File: config.mk
export PLATFORM = sky130hd
export DESIGN_NAME = double_chip_top
export DESIGN_NICKNAME = d
export VERILOG_FILES = /design/src/rtl/double_chip_top.sv
export SDC_FILE = /design/constraint.sdc
export NUM_CORES = 1
export LEC_CHECK = 0
export CAP_MARGIN = 40
export CORE_MARGIN = 2
export CORE_UTILIZATION = 40
export CTS_BUF_LIST = sky130_fd_sc_hd__clkbuf_8
export CTS_CLUSTER_SIZE = 8
export DETAILED_ROUTE_END_ITERATION = 16
export DONT_BUFFER_PORTS = 1
export GPL_ROUTABILITY_DRIVEN = 0
export GPL_TIMING_DRIVEN = 0
export PLACE_DENSITY = 0.66
export SLEW_MARGIN = 0
export SYNTH_ARGS = -nofsm -noshare
export SYNTH_HDL_FRONTEND = slang
export SYNTH_HIERARCHICAL = 1
export SYNTH_SLANG_ARGS = --single-unit
File: constraint.sdc
create_clock -name t_clk -period 3.6 [get_ports t_clk]
set_input_delay 0.54 -clock t_clk [delete_from_list [all_inputs] [get_ports t_clk]]
set_output_delay 0.54 -clock t_clk [all_outputs]
set_load 0.1 [all_outputs]
File: src/rtl/double_chip_top.sv
// Two-die 3D-stack self-test: ID assignment, power exchange over a 1-bit inter-die
// link, sort, and serial result stream. Optional macro FRAME_PARITY_EN adds frame parity.
module ChipSlice #(
  parameter logic [3:0] PWR = 4'd0
) (
  input  logic       clk_i,
  input  logic       rst_ni,
  input  logic       go_i,
  input  logic       bottom_i,
  input  logic       linkRx_i,
`ifdef FRAME_PARITY_EN
  input  logic       peerErr_i,
  output logic       err_o,
`endif
  output logic       linkTx_o,
  output logic       sortFinish_o,
  output logic [3:0] chipId_o,
  output logic [3:0] pwrUpper_o,
  output logic [3:0] pwrLower_o,
  output logic       dout_o
);

`ifdef FRAME_PARITY_EN
  localparam int FLEN = 6;
`else
  localparam int FLEN = 5;
`endif
  localparam logic [2:0] FRAME_LAST = 3'(FLEN - 1);

  typedef enum logic [2:0] {
    IDLE, UP_ID, UP_PWR, DOWN_PWR, SORT, STREAM, DONE
`ifdef FRAME_PARITY_EN
    , ERR
`endif
  } state_e;

  state_e          state_q, state_d;
  logic [2:0]      bitCnt_q, bitCnt_d;
  logic            isBottom_q, isBottom_d;
  logic [3:0]      chipId_q, chipId_d;
  logic [3:0]      pwrUpper_q, pwrUpper_d;
  logic [3:0]      pwrLower_q, pwrLower_d;
  logic [FLEN-3:0] rxShift_q, rxShift_d;
  logic [7:0]      sortWord_q, sortWord_d;
  logic            sortFinish_q, sortFinish_d;
  logic            dout_q, dout_d;

  logic [FLEN-2:0] rxWord;
  logic [3:0]      rxData, txData, nbrPwr, nbrId;
  logic [FLEN-1:0] txFrame;
  logic            frameEnd, txActive, ownFirst, rxOk;

  // Both dies step through frames in lockstep, so the receiver knows frame
  // boundaries from its own bit counter; the start bit simply shifts out.
  always_comb begin
    rxWord   = {rxShift_q, linkRx_i};
    frameEnd = (bitCnt_q == FRAME_LAST);
    txData   = (state_q == UP_ID) ? chipId_q : PWR;
    txActive = ((state_q == UP_ID || state_q == UP_PWR) && isBottom_q) ||
               (state_q == DOWN_PWR && !isBottom_q);
`ifdef FRAME_PARITY_EN
    rxData   = rxWord[4:1];
    rxOk     = ~^rxWord;
    txFrame  = {1'b1, txData, ^txData};
`else
    rxData   = rxWord;
    rxOk     = 1'b1;
    txFrame  = {1'b1, txData};
`endif
    linkTx_o = txActive & txFrame[FRAME_LAST - bitCnt_q];
    nbrPwr   = isBottom_q ? pwrUpper_q : pwrLower_q;
    nbrId    = isBottom_q ? chipId_q + 4'd1 : chipId_q - 4'd1;
    ownFirst = (PWR > nbrPwr) || ((PWR == nbrPwr) && (chipId_q < nbrId));
  end

  always_comb begin
    state_d      = state_q;
    bitCnt_d     = bitCnt_q;
    isBottom_d   = isBottom_q;
    chipId_d     = chipId_q;
    pwrUpper_d   = pwrUpper_q;
    pwrLower_d   = pwrLower_q;
    rxShift_d    = {rxShift_q[FLEN-4:0], linkRx_i};
    sortWord_d   = sortWord_q;
    sortFinish_d = sortFinish_q;
    dout_d       = 1'b0;
    unique case (state_q)
      IDLE: begin
        if (go_i) begin
          state_d    = UP_ID;
          bitCnt_d   = '0;
          isBottom_d = bottom_i;
          if (bottom_i) chipId_d = 4'd1;
        end
      end
      UP_ID, UP_PWR, DOWN_PWR: begin
        bitCnt_d = bitCnt_q + 3'd1;
        if (frameEnd) begin
          bitCnt_d = '0;
          if (state_q == UP_ID)       state_d = UP_PWR;
          else if (state_q == UP_PWR) state_d = DOWN_PWR;
          else                        state_d = SORT;
          if (state_q == UP_ID && !isBottom_q && rxOk)   chipId_d   = rxData + 4'd1;
          if (state_q == UP_PWR && !isBottom_q && rxOk)  pwrLower_d = rxData;
          if (state_q == DOWN_PWR && isBottom_q && rxOk) pwrUpper_d = rxData;
`ifdef FRAME_PARITY_EN
          if (!txActive && !rxOk) state_d = ERR;
`endif
        end
      end
      SORT: begin
        sortFinish_d = 1'b1;
        sortWord_d   = ownFirst ? {chipId_q, nbrId} : {nbrId, chipId_q};
        bitCnt_d     = '0;
        state_d      = STREAM;
      end
      STREAM: begin
        // Only the bottom die talks to the tester.
        dout_d     = isBottom_q & sortWord_q[7];
        sortWord_d = {sortWord_q[6:0], 1'b0};
        bitCnt_d   = bitCnt_q + 3'd1;
        if (bitCnt_q == 3'd7) state_d = DONE;
      end
      DONE: begin
        dout_d = 1'b0;
      end
`ifdef FRAME_PARITY_EN
      ERR: begin
        dout_d = 1'b1;
      end
`endif
      default: state_d = IDLE;
    endcase
`ifdef FRAME_PARITY_EN
    // A link error on either die halts the whole stack.
    if (peerErr_i && state_q != ERR) begin
      state_d      = ERR;
      sortFinish_d = sortFinish_q;
      dout_d       = 1'b1;
    end
`endif
  end

  always_ff @(posedge clk_i or negedge rst_ni) begin
    if (!rst_ni) begin
      state_q      <= IDLE;
      bitCnt_q     <= '0;
      isBottom_q   <= 1'b0;
      chipId_q     <= '0;
      pwrUpper_q   <= '0;
      pwrLower_q   <= '0;
      rxShift_q    <= '0;
      sortWord_q   <= '0;
      sortFinish_q <= 1'b0;
      dout_q       <= 1'b0;
    end else begin
      state_q      <= state_d;
      bitCnt_q     <= bitCnt_d;
      isBottom_q   <= isBottom_d;
      chipId_q     <= chipId_d;
      pwrUpper_q   <= pwrUpper_d;
      pwrLower_q   <= pwrLower_d;
      rxShift_q    <= rxShift_d;
      sortWord_q   <= sortWord_d;
      sortFinish_q <= sortFinish_d;
      dout_q       <= dout_d;
    end
  end

  assign sortFinish_o = sortFinish_q;
  assign chipId_o     = chipId_q;
  assign pwrUpper_o   = pwrUpper_q;
  assign pwrLower_o   = pwrLower_q;
  assign dout_o       = dout_q;
`ifdef FRAME_PARITY_EN
  assign err_o        = (state_q == ERR);
`endif

endmodule

module double_chip_top #(
  parameter logic [3:0] PWR_0 = 4'd9,
  parameter logic [3:0] PWR_1 = 4'd5
) (
  input  logic       t_clk,
  input  logic       rst_n,
  input  logic       f_layer_0,
  input  logic       f_layer_1,
  output logic       sort_finish_0,
  output logic       sort_finish_1,
  output logic [3:0] chip_id_0,
  output logic [3:0] chip_id_1,
  output logic [3:0] power_value_upper_0,
  output logic [3:0] power_value_upper_1,
  output logic [3:0] power_value_lower_0,
  output logic [3:0] power_value_lower_1,
  output logic       data_out
);

  logic go, tx0, tx1, link, dout0, dout1;
`ifdef FRAME_PARITY_EN
  logic err0, err1;
`endif

  // f_layer_0 wins when both are set, so chip 1 is bottom only without it.
  assign go   = f_layer_0 | f_layer_1;
  assign link = tx0 | tx1;

  ChipSlice #(.PWR(PWR_0)) u_chip0 (
    .clk_i        (t_clk),
    .rst_ni       (rst_n),
    .go_i         (go),
    .bottom_i     (f_layer_0),
    .linkRx_i     (link),
`ifdef FRAME_PARITY_EN
    .peerErr_i    (err1),
    .err_o        (err0),
`endif
    .linkTx_o     (tx0),
    .sortFinish_o (sort_finish_0),
    .chipId_o     (chip_id_0),
    .pwrUpper_o   (power_value_upper_0),
    .pwrLower_o   (power_value_lower_0),
    .dout_o       (dout0)
  );

  ChipSlice #(.PWR(PWR_1)) u_chip1 (
    .clk_i        (t_clk),
    .rst_ni       (rst_n),
    .go_i         (go),
    .bottom_i     (~f_layer_0),
    .linkRx_i     (link),
`ifdef FRAME_PARITY_EN
    .peerErr_i    (err0),
    .err_o        (err1),
`endif
    .linkTx_o     (tx1),
    .sortFinish_o (sort_finish_1),
    .chipId_o     (chip_id_1),
    .pwrUpper_o   (power_value_upper_1),
    .pwrLower_o   (power_value_lower_1),
    .dout_o       (dout1)
  );

  assign data_out = dout0 | dout1;

endmodule

==> flow_summary_export.csv <==
group,metric,value,unit
power_and_ir_drop,leakage,2.25,nW
global_route,antenna_found_initial,0,
die,die_area,10000,sq um
setup_path,crit_fanout,10,
timing,relSlewSlack,0.413,
layout,nFillCells,778,
layout,layout.nets,433,
placed_design,hpwl,6410,microns
flow_run,maxCapViolations,0,
synthesis,synthCells,368,
synthesis,synth_edf_count,0,
global_route,grtUsageTotal,0.185,
synthesis,synth-adder-area-share,0.0784,
timing,tns,0,ps
layout,fin_util,0.528,
synthesis,synth_simple_gate_area_frac,0.171,
timing,finClkSkew,10.1,ps
setup_path,crit_type,"register to register",
power_and_ir_drop,cellPowerDensity,1030,nW/um^2
setup_path,worst_setup_path_start_kind,"register",
worst_hold_path,hp-class,"primary input to asynchronous set/reset pin",
synthesis,ys_warn_count,6,
timing,fin_crit_sh,0.878,
global_route,grt_overflow,0,
clock_tree,cts_tree,"built",
setup_path,cpPeakStageDelay,410,ps
synthesis,synth.top_cell.area_share,0.433,
layout,drive_gt1_frac,0.197,
layout,diodes,0,
power_and_ir_drop,vdd_drop_max,0.624,mV
setup_path,path_cells,"buf_4 -> inv_1 -> ha_1 -> a21o_1 -> a21oi_1 -> xnor2_1 -> inv_1 -> ha_1 -> a21oi_1 -> o21ai_0 -> a21oi_4 -> mux2i_1 -> o22ai_1",
power_and_ir_drop,p_total,4.98,mW
synthesis,synth-main-ff-cell,"dfrtp_1",
synthesis,synth_seq_area_share,0.433,
setup_path,critPathCaptureType,"register",
detailed_routing,drc,0,
die,initial_core_util,0.406,
clock_tree,clk_latency,340,ps
timing,tightest_slew,881,ps
synthesis,synth_area,3700,sq um
global_route,grt_pass1_vias,3047,
die,coreArea,9110,sq um
die,die_w,100,microns
clock_tree,numCtsBuffers,9,
timing,fin_crit,3160,ps
timing,setup_viol,0,
detailed_routing,viasPerCell,5.68,
timing,max_freq,316,MHz
layout,layout_commonest_cell,"dfrtp_1",
synthesis,synth_cell_types,54,
clock_tree,clock_path_buffers,2,
layout,register_area,1600,sq um
global_route,grt_use_met3,0.0522,
global_route,use_met1,0.232,
global_route,grt_max_degree,65,
status,status,"finished, final reports clean",
layout,syn_to_final_growth,30.1,%
detailed_routing,wl_per_cell,16.8,microns
die,io_pins,31,
detailed_routing,drtAntennaViolNets,0,
clock_tree,path_clk_slew,70,ps
detailed_routing,vias,2972,
layout,multi_input_area,1950,sq um
synthesis,synthTopCellsByArea,"dfrtp_1 43%, ha_1 6.8%, mux2_2 5.2%",
synthesis,synthMuxAreaShare,0.100,
clock_tree,cts-root-buf,"clkbuf_8",
timing,hold_violations,0,
layout,final_cell_mix,"64 x dfrtp_1, 26 x buf_16, 25 x a21oi_1, 25 x nand2_1, 25 x nor2_1",
synthesis,syn_avg_cell_area,10.1,sq um
global_route,grt_pass1_wl,14700,microns
placed_design,port_buffers,0,
detailed_routing,detailedRoute.firstIterationViolations,100,
synthesis,synth_nets,394,
clock_tree,clock_sinks,64,
setup_path,cp.required,3810,ps
detailed_routing,firstDrtPassIters,4,
setup_path,slowest_stage,"dfrtp_1",
setup_path,cp_data_arrival_time,3380,ps
synthesis,synthXorXnorAreaFrac,0.0284,
synthesis,synth_top_family_by_area,"simple AND/OR/NAND/NOR gates",
die,dieHeight,100,microns
detailed_routing,wl,8810,microns
timing,rsz0062_at_grt,"false",
synthesis,synth_compound_area_frac,0.148,
synthesis,ys_ff_latch,64,
timing,drv_slew,0,
global_route,met2_usage,0.314,
synthesis,async_flop_share,1.00,
global_route,busiest_layer,"met2",
die,rows,35,
synthesis,yosysTopAreaCell,"dfrtp_1",
clock_tree,htreeDepth,3,
[cell families after synthesis]
kind of cell / count (synthesis)
buf+inv: 34
mux: 33
fa+ha+maj: 22
compound gates: 84
flops: 64
simple gates: 119
xor+xnor: 12
[metal layers]
layer  routed length (microns)  share of wire
met4                        81         0.0092
met2                      4600           0.52
met1                      3810           0.43
met5                         0              0
met3                       320          0.036
[Yosys cell counts, types with 3 or more instances]
cell,instances
a21o_1,4
ha_1,20
nand2b_1,6
buf_2,6
nand3_1,21
o21ai_0,15
nor2_1,25
o211ai_1,8
o22ai_1,6
nor3_1,3
mux2_2,17
mux2i_1,12
nand4_1,8
or2_1,3
inv_1,15
a21oi_1,25
nand2_1,25
clkbuf_1,8
xor2_1,4
and3_1,7
nor2b_1,5
xnor2_1,8
a22o_1,7
dfrtp_1,64
mux2_4,4
nor3b_1,3
a211oi_1,3
[flip-flops by register name (all words and copies together), names as in the netlist, 4 cells and up]
| signal | flops |
|---|---|
| u_chip1/pwrUpper_o | 4 |
| u_chip1/pwrLower_o | 4 |
| u_chip0/pwrUpper_o | 4 |
| u_chip0/chipId_o | 4 |
| u_chip1/sortWord_q | 8 |
| u_chip0/sortWord_q | 8 |
| u_chip1/chipId_o | 4 |
| u_chip0/pwrLower_o | 4 |
[timing repair]
action | CTS | global route
hold buffers | 1 | 0
setup endpoints to repair | 0 | 0
endpoints found under the hold margin | 64 | 0
setup buffers | 0 | 0
resized for setup | 0 | 0
[power by group]
part | total [mW] | switching (mW) | internal [mW] | leakage (nW)
Sequential | 1.35 | 0.369 | 0.982 | 0.821
Clock | 0.711 | 0.285 | 0.427 | 0.117
Combinational | 2.92 | 1.71 | 1.21 | 1.31
[final cells by class]
| class | count | area share |
|---|---|---|
| clock inverters | 5 | 0.0166 |
| multi-input cells | 270 | 0.404 |
| clock buffers | 11 | 0.0315 |
| repair buffers | 28 | 0.154 |
| inverters | 16 | 0.0125 |
| well taps | 111 | 0.0289 |
| flip-flops and latches | 64 | 0.333 |
| plain buffers | 18 | 0.0195 |
[worst max-delay path: cells and delay by family, from the launching register on]
family / cells / cell delay (ps)
compound gates: 6 / 1110
xor+xnor: 1 / 190
fa+ha+maj: 2 / 620
buf+inv: 3 / 420
flops: 1 / 410
mux: 1 / 280
[metrics by stage]
| stage | area, sq um | instances | hold WS, ps | setup slack, ps |
|---|---|---|---|---|
| floorplan | 3700 | 368 | 244 | 321 |
| detailed placement | 4550 | 506 | 248 | 464 |
| finish | 4810 | 523 | 65.4 | 438 |
| global placement | 3840 | 479 | 248 | 22.4 |
| CTS | 4810 | 523 | 65.2 | 452 |
| global route | 4810 | 523 | 79.8 | 194 |
[path summary, 6_finish.rpt]
path	startpoint	endpoint	slack, ps	cells after the start
min in group t_clk	f_layer_0	u_chip0/isBottom_q	330	2
max	u_chip0/isBottom_q	u_chip0/sortWord_q[7]	440	13
min reg2reg	u_chip1/rxShift_q[0]	u_chip1/rxShift_q[1]	470	0
max in group asynchronous	rst_n	u_chip0/pwrLower_o[3]	3240	1
min	rst_n	u_chip0/state_q[2]	70	1
max reg2reg	u_chip0/isBottom_q	u_chip0/sortWord_q[7]	440	13
Power figures use the tool's default switching activity.
